--- src/rtl/szg_i2s2_pkg.sv ---
// Shared types and constants for the I2S2 capture path.
// Mode encoding 2'b11 is treated as mono alongside MODE_MONO.
package szg_i2s2_pkg;

  localparam int DEFAULT_SAMPLE_W = 24;
  localparam int DEFAULT_COUNT_W  = 16;

  localparam logic [1:0] MODE_MONO  = 2'b00;
  localparam logic [1:0] MODE_LEFT  = 2'b01;
  localparam logic [1:0] MODE_RIGHT = 2'b10;

  typedef enum logic [1:0] {
    CAP_IDLE,
    CAP_ARMED,
    CAP_CAPTURE,
    CAP_DONE
  } cap_state_t;

endpackage

--- src/rtl/szg_i2s2_mixer.sv ---
// Detects each lrck rising edge and forms one signed sample per stereo frame.
// sample/sample_stb appear the cycle after the frame strobe.
module szg_i2s2_mixer
  import szg_i2s2_pkg::*;
#(
  parameter int SAMPLE_W = DEFAULT_SAMPLE_W
) (
  input  logic                clk,
  input  logic                reset,
  input  logic                lrck,
  input  logic [SAMPLE_W-1:0] l_channel,
  input  logic [SAMPLE_W-1:0] r_channel,
  input  logic [1:0]          mode,
  output logic [SAMPLE_W-1:0] sample,
  output logic                sample_stb
);

  logic                 lrck_q;
  logic                 frame;
  logic signed [SAMPLE_W:0] sum;
  logic [SAMPLE_W-1:0]  mono;
  logic [SAMPLE_W-1:0]  sel;
  logic [SAMPLE_W-1:0]  sample_d, sample_q;
  logic                 stb_d, stb_q;

  always_comb begin
    frame = lrck & ~lrck_q;
    // One extra bit keeps the sum exact; the arithmetic shift gives floor((L+R)/2).
    sum   = $signed({l_channel[SAMPLE_W-1], l_channel})
          + $signed({r_channel[SAMPLE_W-1], r_channel});
    mono  = SAMPLE_W'(sum >>> 1);
    case (mode)
      MODE_MONO:  sel = mono;
      MODE_LEFT:  sel = l_channel;
      MODE_RIGHT: sel = r_channel;
      default:    sel = mono;
    endcase
    sample_d = frame ? sel : sample_q;
    stb_d    = frame;
  end

  // NOTE: state registers use non-blocking assignments so every flop samples pre-edge values.
  always_ff @(posedge clk) begin
    if (!reset) begin
      lrck_q   <= 1'b0;
      sample_q <= '0;
      stb_q    <= 1'b0;
    end else begin
      lrck_q   <= lrck;
      sample_q <= sample_d;
      stb_q    <= stb_d;
    end
  end

  assign sample     = sample_q;
  assign sample_stb = stb_q;

endmodule

--- src/rtl/szg_i2s2_capture_ctrl.sv ---
// Capture sequencer: optional level trigger, counted capture, valid/ready output
// register that never overwrites a held sample, and FrontPanel status flags.
module szg_i2s2_capture_ctrl
  import szg_i2s2_pkg::*;
#(
  parameter int SAMPLE_W = DEFAULT_SAMPLE_W,
  parameter int COUNT_W  = DEFAULT_COUNT_W
) (
  input  logic                clk,
  input  logic                reset,
  input  logic                lrck,
  input  logic [SAMPLE_W-1:0] l_channel,
  input  logic [SAMPLE_W-1:0] r_channel,
  input  logic [1:0]          mode,
  input  logic                start,
  input  logic                abort,
  input  logic [COUNT_W-1:0]  num_samples,
  input  logic                trig_en,
  input  logic [SAMPLE_W-1:0] trig_level,
  output logic [SAMPLE_W-1:0] out_data,
  output logic                out_valid,
  input  logic                out_ready,
  output logic                busy,
  output logic                done,
  output logic                overflow
);

  logic [SAMPLE_W-1:0] sample;
  logic                sample_stb;

  szg_i2s2_mixer #(.SAMPLE_W(SAMPLE_W)) u_mixer (
    .clk        (clk),
    .reset      (reset),
    .lrck       (lrck),
    .l_channel  (l_channel),
    .r_channel  (r_channel),
    .mode       (mode),
    .sample     (sample),
    .sample_stb (sample_stb)
  );

  cap_state_t          state_d, state_q;
  logic [SAMPLE_W-1:0] out_data_d, out_data_q;
  logic                out_valid_d, out_valid_q;
  logic                busy_d, busy_q;
  logic                done_d, done_q;
  logic                overflow_d, overflow_q;
  logic [COUNT_W-1:0]  count_d, count_q;
  logic [COUNT_W-1:0]  num_d, num_q;
  logic [SAMPLE_W-1:0] level_d, level_q;
  logic [SAMPLE_W-1:0] mag;
  logic                hs;
  logic                accept_start;

  always_comb begin
    // NOTE: every output of this block gets a default first, so no path can infer a latch.
    state_d      = state_q;
    out_data_d   = out_data_q;
    out_valid_d  = out_valid_q;
    overflow_d   = overflow_q;
    count_d      = count_q;
    num_d        = num_q;
    level_d      = level_q;
    mag          = sample[SAMPLE_W-1] ? -sample : sample;
    hs           = out_valid_q & out_ready;
    accept_start = start && (num_samples != '0);

    if (abort) begin
      state_d     = CAP_IDLE;
      out_valid_d = 1'b0;
    end else begin
      case (state_q)
        CAP_IDLE, CAP_DONE: begin
          if (accept_start) begin
            num_d      = num_samples;
            level_d    = trig_level;
            overflow_d = 1'b0;
            count_d    = '0;
            state_d    = trig_en ? CAP_ARMED : CAP_CAPTURE;
          end
        end
        CAP_ARMED: begin
          // The triggering sample is itself the first captured sample.
          if (sample_stb && (mag >= level_q)) begin
            out_data_d  = sample;
            out_valid_d = 1'b1;
            count_d     = count_q + COUNT_W'(1);
            state_d     = CAP_CAPTURE;
          end
        end
        CAP_CAPTURE: begin
          if (hs) out_valid_d = 1'b0;
          if (hs && (count_q == num_q)) begin
            state_d = CAP_DONE;
          end else if (sample_stb && (count_q != num_q)) begin
            if (out_valid_q && !out_ready) begin
              overflow_d = 1'b1;
            end else begin
              out_data_d  = sample;
              out_valid_d = 1'b1;
              count_d     = count_q + COUNT_W'(1);
            end
          end
        end
        default: state_d = CAP_IDLE;
      endcase
    end

    busy_d = (state_d == CAP_ARMED) || (state_d == CAP_CAPTURE);
    done_d = (state_d == CAP_DONE);
  end

  always_ff @(posedge clk) begin
    if (!reset) begin
      state_q     <= CAP_IDLE;
      out_data_q  <= '0;
      out_valid_q <= 1'b0;
      busy_q      <= 1'b0;
      done_q      <= 1'b0;
      overflow_q  <= 1'b0;
      count_q     <= '0;
      num_q       <= '0;
      level_q     <= '0;
    end else begin
      state_q     <= state_d;
      out_data_q  <= out_data_d;
      out_valid_q <= out_valid_d;
      busy_q      <= busy_d;
      done_q      <= done_d;
      overflow_q  <= overflow_d;
      count_q     <= count_d;
      num_q       <= num_d;
      level_q     <= level_d;
    end
  end

  assign out_data  = out_data_q;
  assign out_valid = out_valid_q;
  assign busy      = busy_q;
  assign done      = done_q;
  assign overflow  = overflow_q;

endmodule
--- config.mk ---
export PLATFORM = sky130hd
export DESIGN_NAME = szg_i2s2_capture_ctrl
export DESIGN_NICKNAME = d
export VERILOG_FILES = /design/src/rtl/szg_i2s2_pkg.sv /design/src/rtl/szg_i2s2_mixer.sv /design/src/rtl/szg_i2s2_capture_ctrl.sv
export SDC_FILE = /design/constraint.sdc
export NUM_CORES = 1
export LEC_CHECK = 0
export CELL_PAD_IN_SITES_DETAIL_PLACEMENT = 1
export CELL_PAD_IN_SITES_GLOBAL_PLACEMENT = 2
export CORE_MARGIN = 1
export CORE_UTILIZATION = 28
export CTS_CLUSTER_SIZE = 20
export DETAILED_ROUTE_END_ITERATION = 6
export PLACE_DENSITY = 0.82
export SYNTH_ARGS = -nofsm -noshare
export SYNTH_HDL_FRONTEND = slang
export SYNTH_SLANG_ARGS = --single-unit
--- constraint.sdc ---
create_clock -name clk -period 4.8 [get_ports clk]
set_input_delay 0.96 -clock clk [delete_from_list [all_inputs] [get_ports clk]]
set_output_delay 0.96 -clock clk [all_outputs]
set_load 0.05 [all_outputs]
==> impl_results.rst <==
.. list-table::
   :header-rows: 1

   * - Metric
     - Value
   * - Remaining antenna violation count
     - 0
   * - Mapped Cells
     - 924
   * - Detailed-routing iteration count for the pre-antenna-repair pass
     - 4
   * - Worst Hold Depth
     - 2
   * - Post-Route WL
     - 23600 um
   * - Hold Crit Endpoint
     - level_q[13]$_SDFFE_PN0P_
   * - Routed vias
     - 7006
   * - Critical R2R Launch
     - u_mixer.sample[0]$_SDFFE_PN0P_
   * - Total negative slack
     - 0 ps
   * - Most used standard cells in the synthesized netlist
     - sky130_fd_sc_hd__nand2_1, sky130_fd_sc_hd__dfxtp_1, sky130_fd_sc_hd__a21oi_1
   * - Placed wire-length estimate
     - 18100 um
   * - Arr. time, crit path
     - 5010 ps
   * - Initial core utilization
     - 28.8%
   * - Synth warnings
     - 0
   * - Final hold violations
     - 0
   * - Flip-flop and latch count after synthesis
     - 112
   * - Type of the worst setup path
     - reg2reg
   * - Required time of the critical path
     - 5060 ps
   * - Number of failing setup endpoints in the final timing report
     - 0
   * - Dominant synthesized flop cell
     - sky130_fd_sc_hd__dfxtp_1
   * - Max-cap check violation count
     - 0
   * - CTS sink count
     - 112
   * - Number of distinct standard cells referenced by the synthesized netlist
     - 60
   * - Cell Rows
     - 58
   * - Worst setup slack after layout
     - 47.3 ps
   * - Post-synthesis average cell area
     - 7.89 um2
   * - Post-synth net total
     - 1077
   * - H-Tree Depth
     - 3
   * - Floorplan die area
     - 0.0267 mm2
   * - Pwr per Cell Area
     - 280 mW/mm2
   * - Area inside the core boundary
     - 0.0253 mm2
   * - Die Width
     - 163 um
   * - Port Buffers
     - 124
   * - Worst setup skew after layout
     - 10.4 ps
   * - Ratio of routed vias to standard cells
     - 5.15
   * - Number of design rule violations left after detail routing
     - 0
   * - Area share of the largest cell type after synthesis
     - 30.8%
   * - Routability-driven placement congestion ratio
     - 0.838
   * - Most numerous cell in the Yosys netlist
     - sky130_fd_sc_hd__nand2_1
   * - Static leakage
     - 0.00340 uW
   * - Antenna violations before repair
     - 0
   * - Maximum operating frequency
     - 0.210 GHz
   * - Outcome
     - complete, no violations
   * - Fraction of final layout cells with drive strength greater than 1
     - 6.40%
   * - Type of the tightest min-delay check
     - reg2reg
   * - Worst-case vdd ir drop
     - 0.163 mV
   * - Maximum buffer depth of the clock tree
     - 2
   * - Share of synthesized area occupied by flip-flops and latches
     - 30.8%
   * - Top fanout value on the critical path
     - 3
   * - Start point of the worst hold path
     - level_q[13]$_SDFFE_PN0P_
   * - RSZ-0062 raised after global routing
     - yes
   * - Final Cell Area
     - 0.00934 mm2
   * - Clock transition at the register clock pins on the worst setup and hold paths after CTS
     - 80 ps
   * - Inserted Clock Buffers
     - 9
   * - Clock latency on the worst-skew pair
     - 360 ps
   * - Worst-case headroom to the max-slew limit
     - 39.3%
   * - Final Slew Violations
     - 0
   * - Clock tree from TritonCTS
     - yes
   * - Die extent in y
     - 163 um
   * - Remaining global-route overflow
     - 0
   * - Placed instance area
     - 0.00891 mm2
   * - Tightest Pin Transition
     - 910 ps
   * - Ports placed on the boundary
     - 125
   * - Library cell used as clock root buffer
     - sky130_fd_sc_hd__clkbuf_16
   * - Kind of end point of the critical path
     - register
   * - Largest cells by area after synthesis
     - sky130_fd_sc_hd__dfxtp_1, sky130_fd_sc_hd__ha_1, sky130_fd_sc_hd__nand2_1
   * - FF-to-FF path depth
     - 19
   * - Largest net degree at the start of global routing
     - 65
   * - Wire length of the first global-routing pass
     - 37100 um
   * - Number of antenna repair diodes
     - 0
   * - Capturing point of the worst reg2reg path
     - busy$_SDFF_PN0_
   * - Via count of the first global-routing pass
     - 7104
   * - Netlist area before placement
     - 0.00729 mm2
   * - Slack of the worst reg-to-reg path
     - 50 ps
   * - Final-stage net count
     - 1179
   * - Post-route fraction of the period consumed by the critical path
     - 99.0%
   * - Number of DRC markers in iteration 0
     - 256
   * - Shortest period the worst path allows
     - 4750 ps
   * - Setup crit start kind
     - register
   * - GRT Resource Usage Total
     - 17.6%
   * - Cell accounting for the most synthesized area
     - sky130_fd_sc_hd__dfxtp_1
   * - Proportion of synthesized flip-flops having asynchronous set or reset
     - 0%
   * - Number of hold buffers added after CTS
     - 0
   * - Avg WL per Cell
     - 17.4 um
   * - Number of synthesized flops with an enable pin
     - 0
   * - Setup WS pre-CTS
     - -115 ps
   * - Area growth from synthesis to layout
     - 28.1%
[layout make-up]
cell class / instances / area (um2)
fill: 3031 / 16000
multi-input combinational: 713 / 4750
sequential: 112 / 2240
timing repair buffer: 149 / 1460
tap: 330 / 413
clock buffer: 10 / 239
inverter: 41 / 154
clock inverter: 6 / 72.6
[per-stage QoR]
stage               instances  utilization (%)  total power [uW]  hold slack, ps
floorplan                 924                -              1520             436
global placement         1341             35.2              1780             446
detailed placement       1341             35.2              1800             448
CTS                      1357             36.5              2620             459
global route             1361             36.9              2780             466
finish                   1361             36.9              2620             457
[layout by cell type (no fill, tap or decap), drive strengths merged, types with 7 or more instances in the layout]
cell type | synthesis | layout
nand2 | 165 | 165
clkdlybuf4s50 | 0 | 123
dfxtp | 112 | 112
a21oi | 83 | 83
ha | 55 | 55
o21ai | 48 | 48
xnor2 | 47 | 47
inv | 41 | 44
nor2 | 38 | 38
mux2i | 25 | 25
buf | 6 | 25
a21o | 23 | 23
nand4 | 21 | 21
o31ai | 16 | 16
a221oi | 15 | 15
o311ai | 13 | 13
a211oi | 12 | 12
clkbuf | 52 | 11
nand3b | 8 | 8
and3 | 8 | 8
a22oi | 8 | 8
nor4 | 8 | 8
nand2b | 8 | 8
nor2b | 8 | 8
nor3 | 7 | 7
nand3 | 7 | 7
o21a | 7 | 7
xor2 | 7 | 7
[worst max path at each step]
stage                                         from                   endpoint  slack (ps)
floorplan           u_mixer.sample[0]$_SDFFE_PN0P_   count_q[12]$_SDFFE_PN0P_         240
global placement    u_mixer.sample[0]$_SDFFE_PN0P_            busy$_SDFF_PN0_         -40
detailed placement  u_mixer.sample[0]$_SDFFE_PN0P_  out_data[16]$_SDFFE_PN0P_        -110
CTS                 u_mixer.sample[0]$_SDFFE_PN0P_            busy$_SDFF_PN0_          20
global route        u_mixer.sample[0]$_SDFFE_PN0P_            busy$_SDFF_PN0_        -140
finish              u_mixer.sample[0]$_SDFFE_PN0P_            busy$_SDFF_PN0_          50
[flip-flops by register name, summed over array words and instances (netlist names)]
signal and count:
count_q 16, num_q 16, level_q 24, out_data 24
state_q 2, done 1, u_mixer.sample 24, out_valid 1
busy 1, u_mixer.lrck_q 1, overflow 1, u_mixer.sample_stb 1
[cells by family (layout without fill, tap and decap cells)]
family	count (synthesis)	in the layout	synth area share, %
fa+ha+maj	56	56	9.72
buf+inv	99	206	5.13
compound gates	271	271	24.7
flops	112	112	30.8
mux	25	25	3.43
xor+xnor	54	54	6.49
simple gates	307	307	19.8
[where the power goes]
part | internal, uW | switching [uW] | total [uW]
clock network | 428 | 377 | 804
registers | 974 | 48.3 | 1020
logic | 361 | 431 | 792
total | 1760 | 856 | 2620
[worst max-delay path, stage by stage, from the launching register on]
cell	delay [ps]
sky130_fd_sc_hd__dfxtp_2	320
sky130_fd_sc_hd__or2_1	230
sky130_fd_sc_hd__or4_4	420
sky130_fd_sc_hd__or2_1	250
sky130_fd_sc_hd__or3b_4	380
sky130_fd_sc_hd__or2_4	240
sky130_fd_sc_hd__or3_4	360
sky130_fd_sc_hd__o31ai_4	210
sky130_fd_sc_hd__xnor2_1	120
sky130_fd_sc_hd__ha_1	320
sky130_fd_sc_hd__a21o_1	170
sky130_fd_sc_hd__a21o_1	180
sky130_fd_sc_hd__a21oi_2	140
sky130_fd_sc_hd__o31a_1	160
sky130_fd_sc_hd__o21ai_2	90
sky130_fd_sc_hd__o21a_1	220
sky130_fd_sc_hd__o31a_1	270
sky130_fd_sc_hd__nor3b_2	180
sky130_fd_sc_hd__ha_1	250
sky130_fd_sc_hd__and2_4	150
[layer usage]
metal  part of all wire, %  vias to the layer above  track usage [%]
met4                   1.8                        0             5.23
met1                    47                     3310             23.0
met5                     0                        -                0
met3                   3.6                       22             2.21
li1                      -                     3524                -
met2                    48                      150             30.2
[timing repair]
| action | CTS | global route |
|---|---|---|
| cloned | 0 | 2 |
| endpoints found under the hold margin | 0 | 0 |
| gates resized for setup | 4 | 20 |
| buffers inserted | 0 | 2 |
| pin swaps | 0 | 7 |
| setup endpoints to repair | 39 | 40 |
No activity file was read; power rests on OpenSTA's default activity.
